<file path="config.mk">
export PLATFORM = sky130hd
export DESIGN_NAME = i2c_bit_ctrl
export DESIGN_NICKNAME = d
export VERILOG_FILES = /design/src/rtl/i2c_bit_ctrl.sv
export SDC_FILE = /design/constraint.sdc
export NUM_CORES = 1
export LEC_CHECK = 0
export BUFFER_PORTS_ARGS = -buffer_cell sky130_fd_sc_hd__buf_2
export CELL_PAD_IN_SITES_DETAIL_PLACEMENT = 2
export CELL_PAD_IN_SITES_GLOBAL_PLACEMENT = 2
export CORE_MARGIN = 1.5
export CORE_UTILIZATION = 31
export DETAILED_ROUTE_END_ITERATION = 6
export GPL_ROUTABILITY_DRIVEN = 0
export HOLD_SLACK_MARGIN = 0.03
export PLACE_DENSITY_LB_ADDON = 0.1
export SLEW_MARGIN = 0
export SYNTH_ARGS = -nofsm -noshare
export SYNTH_HDL_FRONTEND = slang
export SYNTH_SLANG_ARGS = --single-unit
</file>
<file path="constraint.sdc">
create_clock -name Clk -period 1.8 [get_ports Clk]
set_input_delay 0.18 -clock Clk [delete_from_list [all_inputs] [get_ports Clk]]
set_output_delay 0.18 -clock Clk [all_outputs]
set_load 0.01 [all_outputs]
</file>
<file path="src/rtl/i2c_bit_ctrl.sv">
// Bit-level I2C engine: runs one START/STOP/WRITE/READ bit as four timer-paced
// phases, drives open-drain SCL/SDA enables, handles clock stretching and arbitration.
module i2c_bit_ctrl #(
    parameter int SYNC_STAGES = 2
) (
    input  logic       Clk,
    input  logic       Rst,
    input  logic       Tick,
    output logic       Timer_start,
    output logic       Timer_stop,
    input  logic [1:0] Cmd,
    input  logic       Cmd_valid,
    input  logic       Din,
    output logic       Cmd_ack,
    output logic       Dout,
    output logic       Busy,
    output logic       Al,
    input  logic       Scl_i,
    input  logic       Sda_i,
    output logic       Scl_oen,
    output logic       Sda_oen
);

    localparam logic [1:0] CMD_START = 2'b00;
    localparam logic [1:0] CMD_STOP  = 2'b01;
    localparam logic [1:0] CMD_WRITE = 2'b10;
    localparam logic [1:0] CMD_READ  = 2'b11;

    typedef enum logic [2:0] {
        ST_IDLE = 3'd0,
        ST_A    = 3'd1,
        ST_B    = 3'd2,
        ST_C    = 3'd3,
        ST_D    = 3'd4
    } state_t;

    state_t                   state_r;
    state_t                   state_s;
    logic [1:0]               cmd_r;
    logic                     din_r;
    logic                     first_r;
    logic                     busy_r;
    logic [SYNC_STAGES-1:0]   scl_sync_r;
    logic [SYNC_STAGES-1:0]   sda_sync_r;
    logic                     scl_s;
    logic                     sda_s;
    logic                     in_bc_s;
    logic                     stretch_s;
    logic                     advance_s;
    logic                     arb_lost_s;
    logic [1:0]               lines_s;
    logic                     ack_s;
    logic                     al_s;
    logic                     dout_s;
    logic                     latch_s;

    // {SCL, SDA} enable pair for a given command and phase (1 = released)
    function automatic logic [1:0] phase_lines(input logic [1:0] cmd,
                                               input state_t     ph,
                                               input logic       din);
        logic [1:0] lines;
        lines = 2'b11;
        case (cmd)
            CMD_START: begin
                case (ph)
                    ST_A:    lines = 2'b11;
                    ST_B:    lines = 2'b11;
                    ST_C:    lines = 2'b10;
                    ST_D:    lines = 2'b00;
                    default: lines = 2'b11;
                endcase
            end
            CMD_STOP: begin
                case (ph)
                    ST_A:    lines = 2'b00;
                    ST_B:    lines = 2'b10;
                    ST_C:    lines = 2'b11;
                    ST_D:    lines = 2'b11;
                    default: lines = 2'b11;
                endcase
            end
            CMD_WRITE: begin
                case (ph)
                    ST_A:    lines = {1'b0, din};
                    ST_B:    lines = {1'b1, din};
                    ST_C:    lines = {1'b1, din};
                    ST_D:    lines = {1'b0, din};
                    default: lines = 2'b11;
                endcase
            end
            CMD_READ: begin
                case (ph)
                    ST_A:    lines = 2'b01;
                    ST_B:    lines = 2'b11;
                    ST_C:    lines = 2'b11;
                    ST_D:    lines = 2'b01;
                    default: lines = 2'b11;
                endcase
            end
            default: lines = 2'b11;
        endcase
        return lines;
    endfunction

    assign scl_s   = scl_sync_r[SYNC_STAGES-1];
    assign sda_s   = sda_sync_r[SYNC_STAGES-1];
    assign in_bc_s = (state_r == ST_B) || (state_r == ST_C);

    // A released SCL still read low means a slave is stretching the clock
    assign stretch_s  = Scl_oen & ~scl_s & in_bc_s;
    // The Tick seen on the first A cycle is the timer's leftover reload pulse
    assign advance_s  = Tick & ~stretch_s & ~first_r;
    assign arb_lost_s = (cmd_r == CMD_WRITE) & din_r & ~sda_s & in_bc_s;

    assign Timer_start = (state_r == ST_IDLE) & ~Rst;
    assign Timer_stop  = stretch_s;
    assign Busy        = busy_r;

    // Next-state, next line enables and completion pulses
    always_comb begin
        state_s = state_r;
        lines_s = {Scl_oen, Sda_oen};
        ack_s   = 1'b0;
        al_s    = 1'b0;
        dout_s  = Dout;
        latch_s = 1'b0;
        case (state_r)
            ST_IDLE: begin
                if (Cmd_valid) begin
                    state_s = ST_A;
                    latch_s = 1'b1;
                    lines_s = phase_lines(Cmd, ST_A, Din);
                end else begin
                    state_s = ST_IDLE;
                end
            end
            ST_A: begin
                if (advance_s) begin
                    state_s = ST_B;
                    lines_s = phase_lines(cmd_r, ST_B, din_r);
                end else begin
                    state_s = ST_A;
                end
            end
            ST_B: begin
                if (arb_lost_s) begin
                    state_s = ST_IDLE;
                    lines_s = 2'b11;
                    al_s    = 1'b1;
                end else if (advance_s) begin
                    state_s = ST_C;
                    lines_s = phase_lines(cmd_r, ST_C, din_r);
                    if (cmd_r == CMD_READ) begin
                        dout_s = sda_s;
                    end else begin
                        dout_s = Dout;
                    end
                end else begin
                    state_s = ST_B;
                end
            end
            ST_C: begin
                if (arb_lost_s) begin
                    state_s = ST_IDLE;
                    lines_s = 2'b11;
                    al_s    = 1'b1;
                end else if (advance_s) begin
                    state_s = ST_D;
                    lines_s = phase_lines(cmd_r, ST_D, din_r);
                end else begin
                    state_s = ST_C;
                end
            end
            ST_D: begin
                if (advance_s) begin
                    state_s = ST_IDLE;
                    ack_s   = 1'b1;
                end else begin
                    state_s = ST_D;
                end
            end
            default: begin
                state_s = ST_IDLE;
                lines_s = 2'b11;
            end
        endcase
    end

    // State, registered outputs, command latch and pad synchronizers
    always_ff @(posedge Clk) begin
        if (Rst) begin
            state_r    <= ST_IDLE;
            busy_r     <= 1'b0;
            Scl_oen    <= 1'b1;
            Sda_oen    <= 1'b1;
            Cmd_ack    <= 1'b0;
            Al         <= 1'b0;
            Dout       <= 1'b0;
            first_r    <= 1'b0;
            cmd_r      <= CMD_START;
            din_r      <= 1'b0;
            scl_sync_r <= {SYNC_STAGES{1'b1}};
            sda_sync_r <= {SYNC_STAGES{1'b1}};
        end else begin
            state_r    <= state_s;
            busy_r     <= (state_s != ST_IDLE);
            Scl_oen    <= lines_s[1];
            Sda_oen    <= lines_s[0];
            Cmd_ack    <= ack_s;
            Al         <= al_s;
            Dout       <= dout_s;
            first_r    <= latch_s;
            if (latch_s) begin
                cmd_r <= Cmd;
                din_r <= Din;
            end
            scl_sync_r <= {scl_sync_r[SYNC_STAGES-2:0], Scl_i};
            sda_sync_r <= {sda_sync_r[SYNC_STAGES-2:0], Sda_i};
        end
    end

endmodule

</file>
Word-level counts from Yosys, hierarchy flattened
Index checks and enable logic that the tools add are counted.

Reductions and logical operators: 12. Muxes and demuxes: 23. Equal/unequal tests: 14. Bitwise logic cells: 16.

Operators by type and width (number): $mux W2 (8); $pmux W2 S4 (2); $pmux W3 S5 (1); $pmux W2 S3 (2); $pmux W2 S5 (1); $reduce_or A2 Y1 (5); $mux W3 (3); $and A1 B1 Y1 (8); $eq A2 B2 Y1 const B (4); $not A1 Y1 (8); $eq A3 B2 Y1 const B (2); $mux W1 (6); $ne A3 B3 Y1 const B (2); $reduce_and A5 Y1 (1); $eq A2 B1 Y1 const B (2); $logic_not A2 Y1 (2); $ne A2 B2 Y1 const B (2); $reduce_and A4 Y1 (1); $eq A3 B1 Y1 const B (1); $eq A3 B3 Y1 const B (1); $logic_not A3 Y1 (1); $reduce_bool A3 Y1 (1); $logic_or A1 B1 Y1 (1).

Register bits after elaboration: 17. Logic and storage cells: 77. Output and inout port bits: 8.

Longest topological paths before layout
Word-level depth: 10. Gate-level depth with buffers: 7.

Worst setup path before layout
OpenSTA, ideal clock, no wires.

Kind: register to register. Start: register cmd_r[0]. End: register busy_r (netlist: Busy). Clock period less this slack: 1.500 ns. Required time: 1.673 ns. Path buffers: 0. Arrival time: 1.373 ns. Setup slack: 0.300 ns. Cell stages (with the launch flop): 8. Cells stage by stage: dfxtp_1 -> inv_1 -> ha_1 -> nand3b_1 -> and2_1 -> a22oi_1 -> a211oi_1 -> or3_1.

Longest elaborated chain between the ends: 7.

RTL lines: from (decl) (RTL line 39) `logic [1:0] cmd_r;`; from (signal assigned) (RTL line 214) `cmd_r <= Cmd;`; $eq A2 B2 Y1 * (RTL line 113) `assign arb_lost_s = (cmd_r == CMD_WRITE) & din_r & ~sda_s & in_bc_s;`; $and A1 B1 Y1 * (3 in a row) (RTL line 113); $mux W3 / $mux W2 (equally long branches) (RTL line 163, 146); $pmux W3 S5 * (RTL line 127) `case (state_r)`; $reduce_bool A3 Y1 * (RTL line 206) `busy_r <= (state_s != ST_IDLE);`; to (signal assigned) (RTL line 206); to (decl) (RTL line 42) `logic busy_r;`.

Mark *: on every way between the ends. The rest lies on a longest branch, timed or not. A chain may end at the register's enable or synchronous reset.

Worst setup path after layout
Start: register state_r[2]. End: register Scl_oen.

Longest elaborated chain between the ends: 8.

RTL lines: from (decl) (RTL line 37) `state_t state_r;`; from (signal assigned) (RTL line 205) `state_r <= state_s;`; $eq A3 B2 Y1 (RTL line 107, 127); $logic_or A1 B1 Y1 (RTL line 107) `assign in_bc_s = (state_r == ST_B) || (state_r == ST_C);`; $and A1 B1 Y1 (RTL line 110) `assign stretch_s = Scl_oen & ~scl_s & in_bc_s;`; $not A1 Y1 (RTL line 112) `assign advance_s = Tick & ~stretch_s & ~first_r;`; $and A1 B1 Y1 (2 in a row) (RTL line 112); $ne A3 B3 Y1 (no source line) / $ne A2 B2 Y1 (equally long branches); $reduce_and A5 Y1 (no source line); to (signal assigned) (RTL line 207) `Scl_oen <= lines_s[1];`; to (decl) (RTL line 20) `output logic Scl_oen,`.

Several ways; a longest one is shown, not always the timed one.

==> flow_summary.yaml <==
status:
  status: "completed"
placed_design:
  io_buffers: 16
  place_inst: 144
  hpwl_um: 1806
yosys:
  synth_fp_nets: 111
  synthArstFlopShare_pct: 0
  synth-edff-count: 0
  ys_ff_latch: 17
  yosys.area.top_type: "dfxtp_1"
  ys.flop_type: "dfxtp_1"
  yosys_warnings: 0
  ys_types: 37
  syn_area_um2: 847.1
  synth_top_area_share_pct: 40.18
  seq_area_frac_synth_pct: 40.18
  netlist_top_cells_area: "dfxtp_1, ha_1, nor2_1"
  syn_area_per_cell_um2: 8.733
  synthCells: 97
floorplan:
  die_x_um: 55.27
  die-area_um2: 3055
  start_util_pct: 33.58
  rows: 18
  ios: 17
  die_h_um: 55.27
  core-area_um2: 2522
setup_path:
  r2r_cells: 4
  cp-start-kind: "flip-flop"
  r2r_end: "Scl_oen"
  cp.required_ns: 1.98
  crit_path_end_kind: "flip-flop"
  critPathKind: "reg2reg"
  arrival_ns: 1.84
  r2r_setup_slack_ns: 0.15
  r2r_start: "state_r[2]"
  worstPathMaxFanout: 7
global_route:
  first_global_vias: 840
  antenna_found_initial: 0
  grt_pass1_wl_um: 3912
  grt_max_degree: 18
  grt-ovfl-total: 0
  grt_use_total_pct: 15.91
final_layout:
  regArea_um2: 340.3
  n_antenna_cell: 0
  drive_gt1_share_pct: 27.97
  layout.nets: 133
  final_cells: 148
  multi_input_area_um2: 467.9
  area_growth_pct: 19.20
  fill_cells: 304
sta:
  slew_headroom_pct: 70.61
  fmax_ghz: 0.6049
  setup-violations-final: 0
  finalMaxSlewViolations: 0
  period_needed_ns: 1.653
  fin_skew_ns: 0.003569
  hold_viol: 0
  tns_ns: 0
  rsz0062_at_grt: "no"
  timing.final.crit_share_pct: 91.84
  tightestPinTransition_ns: 0.4409
hold_path:
  min_path_type: "in2reg"
  hold_depth: 2
  min_to: "scl_sync_r[0]"
  min_from: "Scl_i"
routing:
  remaining_drc_errors: 0
  drtAntennaViolNets: 0
  vias_per_cell: 5.122
  routedWlPerCell_um: 15.11
  routed_wl_um: 2237
  first_pass_iters: 3
  drt_iter0_drc: 10
  route.vias.total: 758
clock_network:
  cts_buffers: 3
  clock-root-buffer: "clkbuf_4"
  cts_max_level: 1
  clkLatencyLatePin_ns: 0.29
  cts_tree: "yes"
  cts_buffer_depth: 2
  cts_resized: 0
  hold_buffers: 0
  clock-sinks: 17
  clkSlewWorstSetupHoldPaths_ns: 0.10
  postCtsSetupBuffers: 0
power_and_ir_drop:
  power_mw: 0.8053
  p_leak_nw: 0.4402
  power_density_nw_per_um2: 797.6
  ir_worst_vdd_uv: 729.7
job:
  drv_cap: 0
==> sequential cells by signal, summed over array words and instances (netlist names) <==
signal and flops:
sda_sync_r 2, cmd_r 2, Al 1, state_r 3, Dout 1, scl_sync_r 2, Cmd_ack 1, Sda_oen 1
first_r 1, din_r 1, Scl_oen 1, Busy 1
==> per-layer routing <==
| layer | global-route usage [%] | up-vias | wire, um |
|---|---|---|---|
| met5 | 0 | - | 0 |
| met3 | 5.152 | 2 | 85 |
| met1 | 19.97 | 360 | 1105 |
| met4 | 1.742 | 0 | 10 |
| li1 | - | 381 | - |
| met2 | 27.38 | 15 | 1036 |
==> power breakdown <==
part	switching, mW	leakage (nW)	total [mW]	internal (mW)
combinational	0.100	0.283	0.180	0.0800
sequential	0.0179	0.140	0.420	0.403
clock	0.122	0.0177	0.205	0.0827
==> layout make-up <==
cell class | count | share of cell area (%)
clock inverter | 1 | 0.4957
tap | 30 | 3.717
sequential | 17 | 33.70
inverter | 5 | 1.859
multi-input combinational | 71 | 46.34
timing repair buffer | 21 | 11.65
clock buffer | 3 | 2.230
==> metrics by stage <==
stage	cell area [um2]	setup slack [ns]	util [%]	hold WS (ns)
after floorplan	847.1	0.3002	-	0.2838
after global placement	982.2	0.1901	38.94	0.3650
after detailed placement	982.2	0.1728	38.94	0.3714
after CTS	1010	0.1414	40.03	0.05212
after global routing	1010	0.02326	40.03	0.04371
final	1010	0.1469	40.03	0.06545
==> worst max path at each step <==
stage | startpoint | end | slack (ns) | cells after the start
CTS | state_r[2] | Scl_oen | 0.14 | 4
detailed placement | state_r[2] | Scl_oen | 0.17 | 4
finish | state_r[2] | Scl_oen | 0.15 | 4
floorplan | cmd_r[0] | Busy | 0.30 | 7
global route | state_r[1] | Busy | 0.02 | 5
global placement | state_r[2] | Scl_oen | 0.19 | 4
==> worst max-delay path, cell delays in order (launching register included) <==
cell and delay, ns:
dfxtp_1 0.40, nand4bb_2 0.30, and2_4 0.19, o32a_1 0.38, a211o_1 0.28
==> cells in the mapped netlist (all sizes together) (2+ instances only) <==
cell,count
a21oi,6
nor3,5
buf,2
and2,2
nor2b,4
nand2,4
or2,5
a211oi,2
ha,5
clkbuf,2
nor2,12
nand3,2
inv,5
o32a,2
o21ai,5
dfxtp,17
a2bb2oi,2
nand2b,2
==> cells by family after synthesis <==
logic type                 Yosys count  synth area share, %
DFF                                 17                40.18
muxes                                1                1.182
and+or+nand+nor                     42                28.36
buffers and inverters                9                4.579
adders and majority gates            5                7.386
AOI/OAI and AO/OA                   23                18.32
==> layout by cell type (no fill, tap or decap) <==
master,instances
nand4_1,1
or2_1,1
a211oi_1,2
o21ai_0,4
nor3_1,5
nand3b_1,1
nor2b_1,2
a2111oi_0,1
and2_1,1
a221oi_1,1
o21ai_1,1
clkinv_2,1
o31ai_1,1
o32a_1,2
mux2i_1,1
nand2_1,4
a2bb2oi_1,2
nor2b_2,1
dfxtp_1,17
and2_4,1
clkbuf_4,3
or2_2,4
nor3b_1,1
nand2b_1,2
nand3_1,2
a22oi_1,1
buf_4,5
buf_2,16
or3_1,1
nor2b_4,1
a31oi_1,1
a21oi_1,6
nor2_1,12
inv_1,5
nand4bb_2,1
or2b_1,1
a211o_1,1
ha_1,5
No activity file was read; power rests on OpenSTA's default activity.
